`config.mk`:
```
export PLATFORM = sky130hd
export DESIGN_NAME = controller
export DESIGN_NICKNAME = d
export VERILOG_FILES = /design/src/rtl/controller_pkg.sv /design/src/rtl/controller_pc.sv /design/src/rtl/controller.sv
export SDC_FILE = /design/constraint.sdc
export NUM_CORES = 1
export LEC_CHECK = 0
export BUFFER_PORTS_ARGS = -buffer_cell sky130_fd_sc_hd__clkbuf_2
export CORE_MARGIN = 1.5
export CORE_UTILIZATION = 40
export DETAILED_ROUTE_END_ITERATION = 6
export PLACE_DENSITY_LB_ADDON = 0.05
export SETUP_SLACK_MARGIN = 0.2
export SYNTH_ARGS = -nofsm -noshare
export SYNTH_HDL_FRONTEND = slang
export SYNTH_SLANG_ARGS = --single-unit
```
`constraint.sdc`:
```
create_clock -name clk -period 4.6 [get_ports clk]
set_input_delay 0.69 -clock clk [delete_from_list [all_inputs] [get_ports clk]]
set_output_delay 0.69 -clock clk [all_outputs]
set_load 0.02 [all_outputs]
```
`src/rtl/controller_pkg.sv`:
```
// Shared definitions for the instruction controller: opcodes, FSM state
// encodings and ALU function selects.
package controller_pkg;

   // Instruction opcodes (IR[15:12]); 6-15 are treated as NOOP
   localparam logic [3:0] OP_NOOP  = 4'd0;
   localparam logic [3:0] OP_STORE = 4'd1;
   localparam logic [3:0] OP_LOAD  = 4'd2;
   localparam logic [3:0] OP_ADD   = 4'd3;
   localparam logic [3:0] OP_SUB   = 4'd4;
   localparam logic [3:0] OP_HALT  = 4'd5;

   // ALU function selects
   localparam logic [2:0] ALU_NONE = 3'd0;
   localparam logic [2:0] ALU_ADD  = 3'd1;
   localparam logic [2:0] ALU_SUB  = 3'd2;

   // Controller states; encodings are visible on the debug State port
   typedef enum logic [3:0] {
      ST_INIT   = 4'd0,
      ST_FETCH  = 4'd1,
      ST_DECODE = 4'd2,
      ST_NOOP   = 4'd3,
      ST_LOAD_A = 4'd4,
      ST_LOAD_B = 4'd5,
      ST_STORE  = 4'd6,
      ST_ADD    = 4'd7,
      ST_SUB    = 4'd8,
      ST_HALT   = 4'd9
   } state_t;

   // Map an opcode to the first execute state of that instruction
   function automatic state_t exec_state(input logic [3:0] opcode);
      state_t s;
      case (opcode)
         OP_STORE: s = ST_STORE;
         OP_LOAD:  s = ST_LOAD_A;
         OP_ADD:   s = ST_ADD;
         OP_SUB:   s = ST_SUB;
         OP_HALT:  s = ST_HALT;
         default:  s = ST_NOOP;
      endcase
      return s;
   endfunction

endpackage

```
`src/rtl/controller_pc.sv`:
```
// 7-bit program counter with synchronous clear and increment; wraps 127 -> 0.
module program_counter
   import controller_pkg::*;
(
   input  logic       clk,
   input  logic       reset,
   input  logic       clear,
   input  logic       incr,
   output logic [6:0] pc
);

   logic [6:0] pc_q;
   logic [6:0] pc_d;

   // Clear has priority over increment; natural 7-bit overflow gives the wrap
   always_comb begin
      pc_d = pc_q;
      if (clear) begin
         pc_d = 7'd0;
      end else if (incr) begin
         pc_d = pc_q + 7'd1;
      end
   end

   // PC register, zeroed on reset so INIT already shows PC = 0
   always_ff @(posedge clk) begin
      if (reset) begin
         pc_q <= 7'd0;
      end else begin
         pc_q <= pc_d;
      end
   end

   assign pc = pc_q;

endmodule

```
`src/rtl/controller.sv`:
```
// Multi-cycle instruction controller: fetch/decode/execute FSM, instruction
// register and combinational decode of datapath control signals.
module controller
   import controller_pkg::*;
(
   input  logic        clk,
   input  logic        reset,
   input  logic [15:0] I_RdData,
   output logic [6:0]  I_Addr,
   output logic [7:0]  D_Addr,
   output logic        D_WriteEn,
   output logic        MuxS,
   output logic [3:0]  RegF_W_addr,
   output logic        RegF_W_en,
   output logic [3:0]  RegF_Ra_addr,
   output logic [3:0]  RegF_Rb_addr,
   output logic [2:0]  ALU_S,
   output logic [15:0] IR,
   output logic [3:0]  State
);

   state_t      state_q;
   state_t      state_d;
   logic [15:0] ir_q;
   logic [15:0] ir_d;
   logic        pc_clear;
   logic        pc_incr;
   logic [6:0]  pc;

   program_counter u_pc (
      .clk   (clk),
      .reset (reset),
      .clear (pc_clear),
      .incr  (pc_incr),
      .pc    (pc)
   );

   // Next-state, IR load and PC control; decode uses the memory word
   // directly because IR only captures it at the end of DECODE
   always_comb begin
      state_d  = state_q;
      ir_d     = ir_q;
      pc_clear = 1'b0;
      pc_incr  = 1'b0;
      case (state_q)
         ST_INIT: begin
            pc_clear = 1'b1;
            ir_d     = 16'd0;
            state_d  = ST_FETCH;
         end
         ST_FETCH: begin
            pc_incr = 1'b1;
            state_d = ST_DECODE;
         end
         ST_DECODE: begin
            ir_d    = I_RdData;
            state_d = exec_state(I_RdData[15:12]);
         end
         ST_LOAD_A: state_d = ST_LOAD_B;
         ST_LOAD_B: state_d = ST_FETCH;
         ST_STORE:  state_d = ST_FETCH;
         ST_ADD:    state_d = ST_FETCH;
         ST_SUB:    state_d = ST_FETCH;
         ST_NOOP:   state_d = ST_FETCH;
         ST_HALT:   state_d = ST_HALT;
         default:   state_d = ST_INIT;
      endcase
   end

   // State and IR registers; reset always returns to INIT with IR cleared
   always_ff @(posedge clk) begin
      if (reset) begin
         state_q <= ST_INIT;
         ir_q    <= 16'd0;
      end else begin
         state_q <= state_d;
         ir_q    <= ir_d;
      end
   end

   // Datapath controls decoded from the current state and IR; everything
   // defaults to zero so only the execute states assert anything
   always_comb begin
      D_Addr       = 8'd0;
      D_WriteEn    = 1'b0;
      MuxS         = 1'b0;
      RegF_W_addr  = 4'd0;
      RegF_W_en    = 1'b0;
      RegF_Ra_addr = 4'd0;
      RegF_Rb_addr = 4'd0;
      ALU_S        = ALU_NONE;
      case (state_q)
         ST_LOAD_A: begin
            D_Addr = ir_q[11:4];
         end
         ST_LOAD_B: begin
            D_Addr      = ir_q[11:4];
            MuxS        = 1'b1;
            RegF_W_en   = 1'b1;
            RegF_W_addr = ir_q[3:0];
         end
         ST_STORE: begin
            D_Addr       = ir_q[11:4];
            RegF_Ra_addr = ir_q[3:0];
            D_WriteEn    = 1'b1;
         end
         ST_ADD, ST_SUB: begin
            ALU_S        = (state_q == ST_ADD) ? ALU_ADD : ALU_SUB;
            RegF_Ra_addr = ir_q[11:8];
            RegF_Rb_addr = ir_q[7:4];
            RegF_W_addr  = ir_q[3:0];
            RegF_W_en    = 1'b1;
         end
         default: begin
         end
      endcase
   end

   assign I_Addr = pc;
   assign IR     = ir_q;
   assign State  = state_q;

endmodule
```
Word level (Yosys, flattened, before mapping)

Index checks and enable logic that the tools add are counted.

Bits in registers: 27
Input bits: 18
Output and inout bits: 53

Add/sub/neg operators: 1
Eq/ne operators: 14
Mux-type cells: 14
Reduce and logical (&&, ||, !) cells: 7

Operators with widths:

| kind                | number |
|---|---|
| $pmux 4 s5          | 2 |
| $pmux 16 s2         | 1 |
| $eq 4x3->1 const B  | 6 |
| $eq 4x2->1 const B  | 4 |
| $eq 4x1->1 const B  | 2 |
| $eq 4x4->1 const B  | 2 |
| $mux 4              | 2 |
| $mux 8              | 1 |
| $pmux 4 s2          | 1 |
| $add 7x1->7 const B | 1 |
| $reduce_or 3->1     | 2 |
| $reduce_or 6->1     | 1 |
| $mux 1              | 5 |
| $logic_not 4->1     | 1 |
| $mux 2              | 2 |
| $reduce_or 2->1     | 2 |
| $reduce_bool 2->1   | 1 |

Logic depth before layout (Yosys ltp)

Gate-level depths: netlist (run 1).

Depth after elaboration: 3
Mapped depth: 6
Gate-level depth less buffers: 4

By module

Synthesis (run 1) repeated with hierarchy kept, for this count alone.

Cell total of the unflattened synthesis: 152
Area, all modules: 1,415.1 sq um

Modules (own cells, without submodules):

| module          | times used | cells an instance | area each (sq um) | seq. area each (sq um) |
|---|---|---|---|---|
| controller      | 1          | 121               | 1,132.3           | 400.4 |
| program_counter | 1          | 31                | 282.8             | 140.1 |

Least setup slack after synthesis (run 1)

No wires, ideal clock.

Path type: reg-to-output
Start: register state_q[3], in the netlist State[3]
End: output RegF_W_addr[0]
Arrival: 2.174 ns
Data required time: 3.910 ns
Setup slack: 1.736 ns
Cell stages (with the launch flop): 5
Cells stage by stage: dfxtp_1 -> buf_2 -> nor4b_1 -> o21bai_1 -> and2_1

Cells in the longest elaborated chain, start to end: 3
Elaborated cells on any way between the ends: 5
Those cells by class: 3 x eq/ne; 1 x mux; 1 x reduce/logical

RTL lines:

| item                                     | line             | RTL |
|---|---|---|
| start: declaration                       | controller.sv:22 | `state_t state_q;` |
| start signal: assignment                 | controller.sv:76 | `state_q <= state_d;` |
| $eq 4x3->1 or $eq 4x4->1 (tied branches) | controller.sv:92 | `case (state_q)` |
| $reduce_or 3->1 (no line) (*)            | -                |  |
| $mux 4 (*)                               | controller.sv:92 |  |
| end: declaration                         | controller.sv:13 | `output logic [3:0] RegF_W_addr,` |

Every way passes the cells marked *; elsewhere a longest branch is shown, timed or not.

Worst setup path after layout (run 1)

Start: register state_q[1], in the netlist State[1]
End: output RegF_Ra_addr[3]

Cells in the longest elaborated chain, start to end: 3
Elaborated cells on any way between the ends: 5
Those cells by class: 3 x eq/ne; 1 x mux; 1 x reduce/logical

RTL lines:

| item                                     | line             | RTL |
|---|---|---|
| $eq 4x3->1 or $eq 4x4->1 (tied branches) | controller.sv:92 |  |
| $reduce_or 2->1                          | -                |  |
| $pmux 4 s2 (*)                           | controller.sv:92 |  |
| end: declaration                         | controller.sv:15 | `output logic [3:0] RegF_Ra_addr,` |

Marks and branches as above.

==> load_flow_metrics.sql, run 1 <==
INSERT INTO impl_metrics (metric_group, metric, value, unit) VALUES
('global_routing', 'overflow', '0', ''),
('finish', 'insertedDiodeCount', '0', ''),
('clocking', 'cts-root-buf', 'sky130_fd_sc_hd__clkbuf_4', ''),
('synth', 'synth_fp_nets', '189', ''),
('pwr', 'powerDensity', '254', 'nW/um^2'),
('clocking', 'cts_made_buffers', '3', ''),
('place', 'gpl.final_weighted_congestion', '0.851', ''),
('clocking', 'htree_num_levels', '1', ''),
('timing', 'timing_max_transition_violations_final', '0', ''),
('synth', 'synth_sequential_area_ratio', '0.401', ''),
('clocking', 'postCtsHoldBufs', '0', ''),
('pwr', 'power_frac_seq', '0.594', ''),
('synth', 'ys_top_cells_by_area', 'sky130_fd_sc_hd__dfxtp_1, sky130_fd_sc_hd__a21oi_1, sky130_fd_sc_hd__and2_1, sky130_fd_sc_hd__nand3_1, sky130_fd_sc_hd__nand2_1', ''),
('synth', 'most_frequent_cell_after_synthesis', 'sky130_fd_sc_hd__dfxtp_1', ''),
('pwr', 'leakage_dissipation', '0.000762', 'uW'),
('setup_path', 'critical_path_class', 'flip-flop to primary output', ''),
('clocking', 'cts.sink_count', '27', ''),
('synth', 'netlist.top_cell.by_area', 'sky130_fd_sc_hd__dfxtp_1', ''),
('synth', 'synth-seq-cells', '27', ''),
('clocking', 'cts_tree', 'yes', ''),
('clocking', 'clock_path_buffers', '2', ''),
('synth', 'synth.top_cell.area_share', '0.401', ''),
('pwr', 'vdd.ir_drop.worst', '0.000130', 'V'),
('pwr', 'power.internal', '301', 'uW'),
('routing', 'wl', '3.65', 'mm'),
('timing', 'max_slew.worst_pin.slew', '0.982', 'ns'),
('finish', 'filler_cell_count', '316', ''),
('routing', 'detailroute.wirelength.met3', '239', 'um'),
('finish', 'area.growth.synth_to_final', '27.3', '%'),
('pwr', 'p_sw', '136', 'uW'),
('timing', 'period_minus_slack', '3.05', 'ns'),
('routing', 'drt_iter0_drc', '99', ''),
('routing', 'route.detailed.wl_per_inst', '13.3', 'um'),
('routing', 'drt_pass_1_iters', '4', ''),
('synth', 'yosys_most_used_dff', 'sky130_fd_sc_hd__dfxtp_1', ''),
('place', 'io_buffers', '69', ''),
('global_routing', 'grt_max_degree', '29', ''),
('global_routing', 'number_of_global_route_vias_before_repair', '1251', ''),
('synth', 'post_synth.cell_area_avg', '7.92', 'sq um'),
('routing', 'viasPerCell', '5.22', ''),
('floorplan', 'chipWidth', '61.0', 'um'),
('clocking', 'worstSkewPairLatency', '0.33', 'ns'),
('timing', 'hold_violations', '0', ''),
('global_routing', 'grt_util_all_layers', '0.208', ''),
('setup_path', 'crit_fanout', '28', ''),
('setup_path', 'timing.critical_path.arrival', '2.36', 'ns'),
('synth', 'post_synth_most_frequent_cells', 'sky130_fd_sc_hd__dfxtp_1, sky130_fd_sc_hd__a21oi_1, sky130_fd_sc_hd__nand3_1', ''),
('timing', 'setup_viol', '0', ''),
('synth', 'synth_edf_count', '0', ''),
('worst_hold_path', 'worstHoldPathType', 'flip-flop to flip-flop', ''),
('timing', 'fmaxAchievable', '0.328', 'GHz'),
('timing', 'maxSlewHeadroom', '0.342', ''),
('global_routing', 'number_of_antenna_violations_at_the_first_check_in_global_routing', '0', ''),
('synth', 'async_reset_ff_frac', '0', ''),
('routing', 'highest-signal-layer', 'met4', ''),
('synth', 'netlist_area', '1350', 'sq um'),
('clocking', 'number_of_buffers_added_for_setup_after_cts', '0', ''),
('floorplan', 'num_io_pins', '71', ''),
('routing', 'drtAntennaViolNets', '0', ''),
('timing', 'setup_tns', '0', 'ns'),
('place', 'hpwl', '2.70', 'mm'),
('synth', 'syn-instance-count', '170', ''),
('setup_path', 'worst_setup_path_start_kind', 'flip-flop', ''),
('timing', 'rsz0062_at_grt', 'false', ''),
('setup_path', 'critPathCaptureType', 'primary output', ''),
('routing', 'met1Wirelength', '1.68', 'mm'),
('floorplan', 'coreArea', '3130', 'sq um'),
('floorplan', 'placement_rows', '20', ''),
('run_status', 'status', 'completed', ''),
('timing', 'worst_skew', '0.00147', 'ns'),
('setup_path', 'worst_ep_required_time', '3.91', 'ns');
through the flow:
| stage | instances | hold slack (ns) | cell area (sq um) | setup WS, ns | util |
|---|---|---|---|---|---|
| after global routing | 274 | 0.488 | 1710 | 1.31 | 0.548 |
| after global placement | 270 | 0.444 | 1690 | 2.03 | 0.539 |
| after floorplan | 170 | 0.530 | 1350 | 1.74 | - |
| after CTS | 274 | 0.472 | 1710 | 1.55 | 0.548 |
| final | 274 | 0.477 | 1710 | 1.55 | 0.548 |
| after detailed placement | 270 | 0.446 | 1690 | 1.92 | 0.539 |
area by class of cell:
type                            instances  area (sq um)  area share
Clock buffer                            3          22.5      0.0131
Tap cell                               44          55.1      0.0321
Multi-Input combinational cell        127           734       0.428
Sequential cell                        27           541       0.315
Timing Repair Buffer                   69           345       0.201
Clock inverter                          1          5.00     0.00292
Inverter                                3          11.3     0.00657
layer usage:
metal,vias to the layer above,global-route usage
met2,55,0.313
li1,717,-
met1,654,0.306
met5,-,0
met4,0,0.0683
met3,5,0.0336
power groups by stage:
stage	registers (uW)	clock network [uW]	logic, uW
floorplan	264	0	49.2
global placement	263	0	72.5
detailed placement	265	0	73.8
CTS	259	106	74.0
global route	262	121	81.6
finish	259	103	73.7
worst max-delay path: stages, from the launching register on:
cell                       delay [ns]
sky130_fd_sc_hd__dfxtp_1         0.92
sky130_fd_sc_hd__nor2b_1         0.35
sky130_fd_sc_hd__nor2b_1         0.38
sky130_fd_sc_hd__a22o_1          0.21
sky130_fd_sc_hd__clkbuf_2        0.17
layout by cell type (no fill, tap or decap), types with 3 or more instances in the layout:
master,count
sky130_fd_sc_hd__a21oi_1,22
sky130_fd_sc_hd__clkbuf_2,69
sky130_fd_sc_hd__nor2_1,6
sky130_fd_sc_hd__nand3_1,20
sky130_fd_sc_hd__o21bai_1,3
sky130_fd_sc_hd__nor3_1,3
sky130_fd_sc_hd__and2_1,16
sky130_fd_sc_hd__clkbuf_4,3
sky130_fd_sc_hd__inv_1,3
sky130_fd_sc_hd__dfxtp_1,27
sky130_fd_sc_hd__nand2_1,18
sky130_fd_sc_hd__or3_1,4
sky130_fd_sc_hd__a22o_1,4
sky130_fd_sc_hd__o21ai_0,6
sky130_fd_sc_hd__nor2b_1,4
registers in the layout, summed over array words and instances (netlist names):
name / flops
IR: 16
State: 4
u_pc.pc: 7
final timing paths:
check / from / end / slack (ns) / depth (start not counted)
hold / removal: IR[12] / IR[12] / 0.48 / 2
hold reg to reg: IR[12] / IR[12] / 0.48 / 2
setup reg to reg: State[1] / u_pc.pc[6] / 2.53 / 3
setup / recovery: State[1] / RegF_Ra_addr[3] / 1.55 / 4
logic make-up (layout without fill, tap and decap cells):
group                    Yosys count  in the layout  synth area share
adder cells (fa/ha/maj)            1              1           0.00929
multiplexers                       1              1           0.00744
buffers and inverters             16             76            0.0567
AO/OA/AOI/OAI                     42             42             0.191
other                              1              1           0.00279
XOR/XNOR                           2              2            0.0130
flip-flops                        27             27             0.401
AND/OR/NAND/NOR                   80             80             0.318
No activity file was read; power rests on OpenSTA's default activity.
==> run 2: changes to the inputs <==
==> constraint.sdc (replaced) <==
create_clock -name clk -period 2.5 [get_ports clk]
set_input_delay 0.375 -clock clk [delete_from_list [all_inputs] [get_ports clk]]
set_output_delay 0.375 -clock clk [all_outputs]
set_load 0.02 [all_outputs]
==> run 2 against run 1 <==
  * Critical path depth stayed put
  * Sequential power is 80% higher
  * Clock-buffer cell count is 1 higher
  * Register-to-register slack worse by 2.0 ns
  * Core utilization is 1.7 points higher
  * Global-route usage is 1.6 points lower
  * First-iteration DRC count is 36% lower
  * Sequential share of layout area is 0.82 points lower
  * Clock skew is 0.0033 ns higher
  * Cell count is 1.5% higher
  * Highest routed layer unchanged
==> load_flow_metrics.sql, run 2 (same netlist as run 1, synthesis figures left out) <==
INSERT INTO impl_metrics (metric_group, metric, value, unit) VALUES
('global_routing', 'overflow', '0', ''),
('finish', 'design.final.nets', '254', ''),
('finish', 'area.growth.synth_to_final', '31.3', '%'),
('clocking', 'cts_made_buffers', '3', ''),
('finish', 'multiInputGateArea', '757', 'sq um'),
('setup_path', 'crit_fanout', '12', ''),
('finish', 'commonest_cells_after_routing_fill_and_taps_aside', 'sky130_fd_sc_hd__clkbuf_2, sky130_fd_sc_hd__dfxtp_1, sky130_fd_sc_hd__a21oi_1, sky130_fd_sc_hd__nand3_1, sky130_fd_sc_hd__nand2_1', ''),
('floorplan', 'floorplan.die_area', '3720', 'sq um'),
('timing', 'timing_max_transition_violations_final', '0', ''),
('setup_path', 'critPathCaptureType', 'primary output', ''),
('clocking', 'htree_num_levels', '1', ''),
('timing', 'rsz0062_at_grt', 'false', ''),
('floorplan', 'initial_core_utilization', '0.430', ''),
('place', 'postPlaceCellArea', '1720', 'sq um'),
('timing', 'period_minus_slack', '2.14', 'ns'),
('routing', 'detail_route.drc_violations', '0', ''),
('clocking', 'cts-root-buf', 'sky130_fd_sc_hd__clkbuf_4', ''),
('pwr', 'powerDensity', '458', 'nW/um^2'),
('timing', 'min_period_over_period', '0.856', ''),
('timing', 'setup_tns', '0', 'ns'),
('timing', 'max_slew.worst_pin.slew', '0.540', 'ns'),
('routing', 'drtAntennaViolNets', '0', ''),
('setup_path', 'path_delay_family', 'flip-flops', ''),
('global_routing', 'grt_util_all_layers', '0.192', ''),
('finish', 'filler_cell_count', '315', ''),
('finish', 'final_cell_area', '1770', 'sq um'),
('global_routing', 'grt_max_degree', '22', ''),
('floorplan', 'chipWidth', '61.0', 'um'),
('setup_path', 'critical_path_class', 'flip-flop to primary output', ''),
('timing', 'maxSlewHeadroom', '0.639', ''),
('pwr', 'vdd.ir_drop.worst', '0.000286', 'V'),
('run_status', 'status', 'completed', ''),
('finish', 'most_common_cell_after_layout_fill_and_taps_aside', 'sky130_fd_sc_hd__clkbuf_2', ''),
('floorplan', 'die_h', '61.0', 'um'),
('setup_path', 'delay_of_the_slowest_critical_path_stage', '0.46', 'ns'),
('clocking', 'clkTransAtPathRegs', '0.14', 'ns'),
('setup_path', 'path_buf_inv', '1', ''),
('finish', 'insertedDiodeCount', '0', ''),
('global_routing', 'number_of_global_route_vias_before_repair', '1170', ''),
('place', 'io_buffers', '69', ''),
('clocking', 'cts.sink_count', '27', ''),
('global_routing', 'grt_first_pass_wirelength', '5.40', 'mm'),
('clocking', 'cts_tree', 'yes', ''),
('routing', 'wl', '3.58', 'mm'),
('place', 'hpwl', '2.68', 'mm'),
('floorplan', 'placement_rows', '20', ''),
('floorplan', 'num_io_pins', '71', ''),
('routing', 'drt_pass_1_iters', '4', ''),
('routing', 'route.detailed.wl_per_inst', '12.9', 'um'),
('timing', 'hold_violations', '0', ''),
('floorplan', 'coreArea', '3130', 'sq um'),
('routing', 'drt_iter0_drc', '63', ''),
('pwr', 'leakage_dissipation', '0.000791', 'uW'),
('worst_hold_path', 'worstHoldPathType', 'primary input to flip-flop', ''),
('timing', 'fmaxAchievable', '0.468', 'GHz'),
('setup_path', 'worst_path_max_delay_cell', 'sky130_fd_sc_hd__dfxtp_1', ''),
('routing', 'vias', '1408', ''),
('clocking', 'worstSkewPairLatency', '0.31', 'ns'),
('job', 'cap_violations', '0', ''),
('routing', 'viasPerCell', '5.06', ''),
('finish', 'layout-drive-gt1-share', '0.368', ''),
('clocking', 'clock_path_buffers', '2', ''),
('timing', 'worst_skew', '0.00480', 'ns'),
('global_routing', 'number_of_antenna_violations_at_the_first_check_in_global_routing', '0', ''),
('timing', 'setup_viol', '0', ''),
('place', 'gpl.final_weighted_congestion', '0.772', ''),
('finish', 'largest_register_ff_count', '16', ''),
('setup_path', 'worst_setup_path_start_kind', 'flip-flop', ''),
('setup_path', 'worst_ep_required_time', '2.12', 'ns'),
('finish', 'final-seq-area', '543', 'sq um'),
('setup_path', 'timing.critical_path.cells', 'nor4b_2 > o21bai_2 > a22o_1 > clkbuf_2', ''),
('setup_path', 'timing.critical_path.arrival', '1.76', 'ns');
## run 2: worst min-delay path, stage by stage
cell and delay [ns]:
sky130_fd_sc_hd__clkbuf_2 0.08, sky130_fd_sc_hd__nand3_1 0.05, sky130_fd_sc_hd__a21oi_1 0.06
## run 2: path summary, 6_finish.rpt
path	start	endpoint	slack (ns)	depth (start not counted)
setup reg to reg	State[0]	u_pc.pc[5]	0.56	3
setup / recovery	State[0]	RegF_Ra_addr[2]	0.36	4
hold / removal	I_RdData[9]	IR[9]	0.28	3
hold reg to reg	IR[13]	IR[13]	0.47	2
## run 2: where the power goes
part	internal [uW]	switching, uW
Combinational	57.2	104
Sequential	446	18.7
Clock	62.3	121
Total	566	245
## run 2: per-layer routing
metal  vias up  share of wire  track usage  routed length [um]
met1       644           0.46        0.277                1660
met3         2          0.056       0.0189                 200
li1        721              -            -                   -
met4         0         0.0053       0.0559                  19
met5         -              0            0                   0
met2        41           0.47        0.307                1700
## run 2: area by class of cell
| class | count | area share |
|---|---|---|
| flip-flops and latches | 27 | 0.307 |
| clock buffers | 4 | 0.0149 |
| inverters | 3 | 0.00637 |
| multi-input cells | 127 | 0.428 |
| repair buffers | 73 | 0.212 |
| well taps | 44 | 0.0311 |
## run 2: timing repair
item	in CTS	in global routing
gates resized for setup	2	5
buffers inserted	0	0
hold buffers	0	0
endpoints found under the setup margin	11	19
## run 2: per-stage QoR
step                 util  hold WS [ns]  power [uW]  setup WS, ns  cells
global route        0.565         0.268         853         0.228    278
detailed placement  0.551         0.451         634         0.532    274
global placement    0.551         0.442         631         0.601    274
floorplan               -         0.527         576         0.306    170
finish              0.565         0.281         810         0.361    278
CTS                 0.562         0.270         818         0.228    278
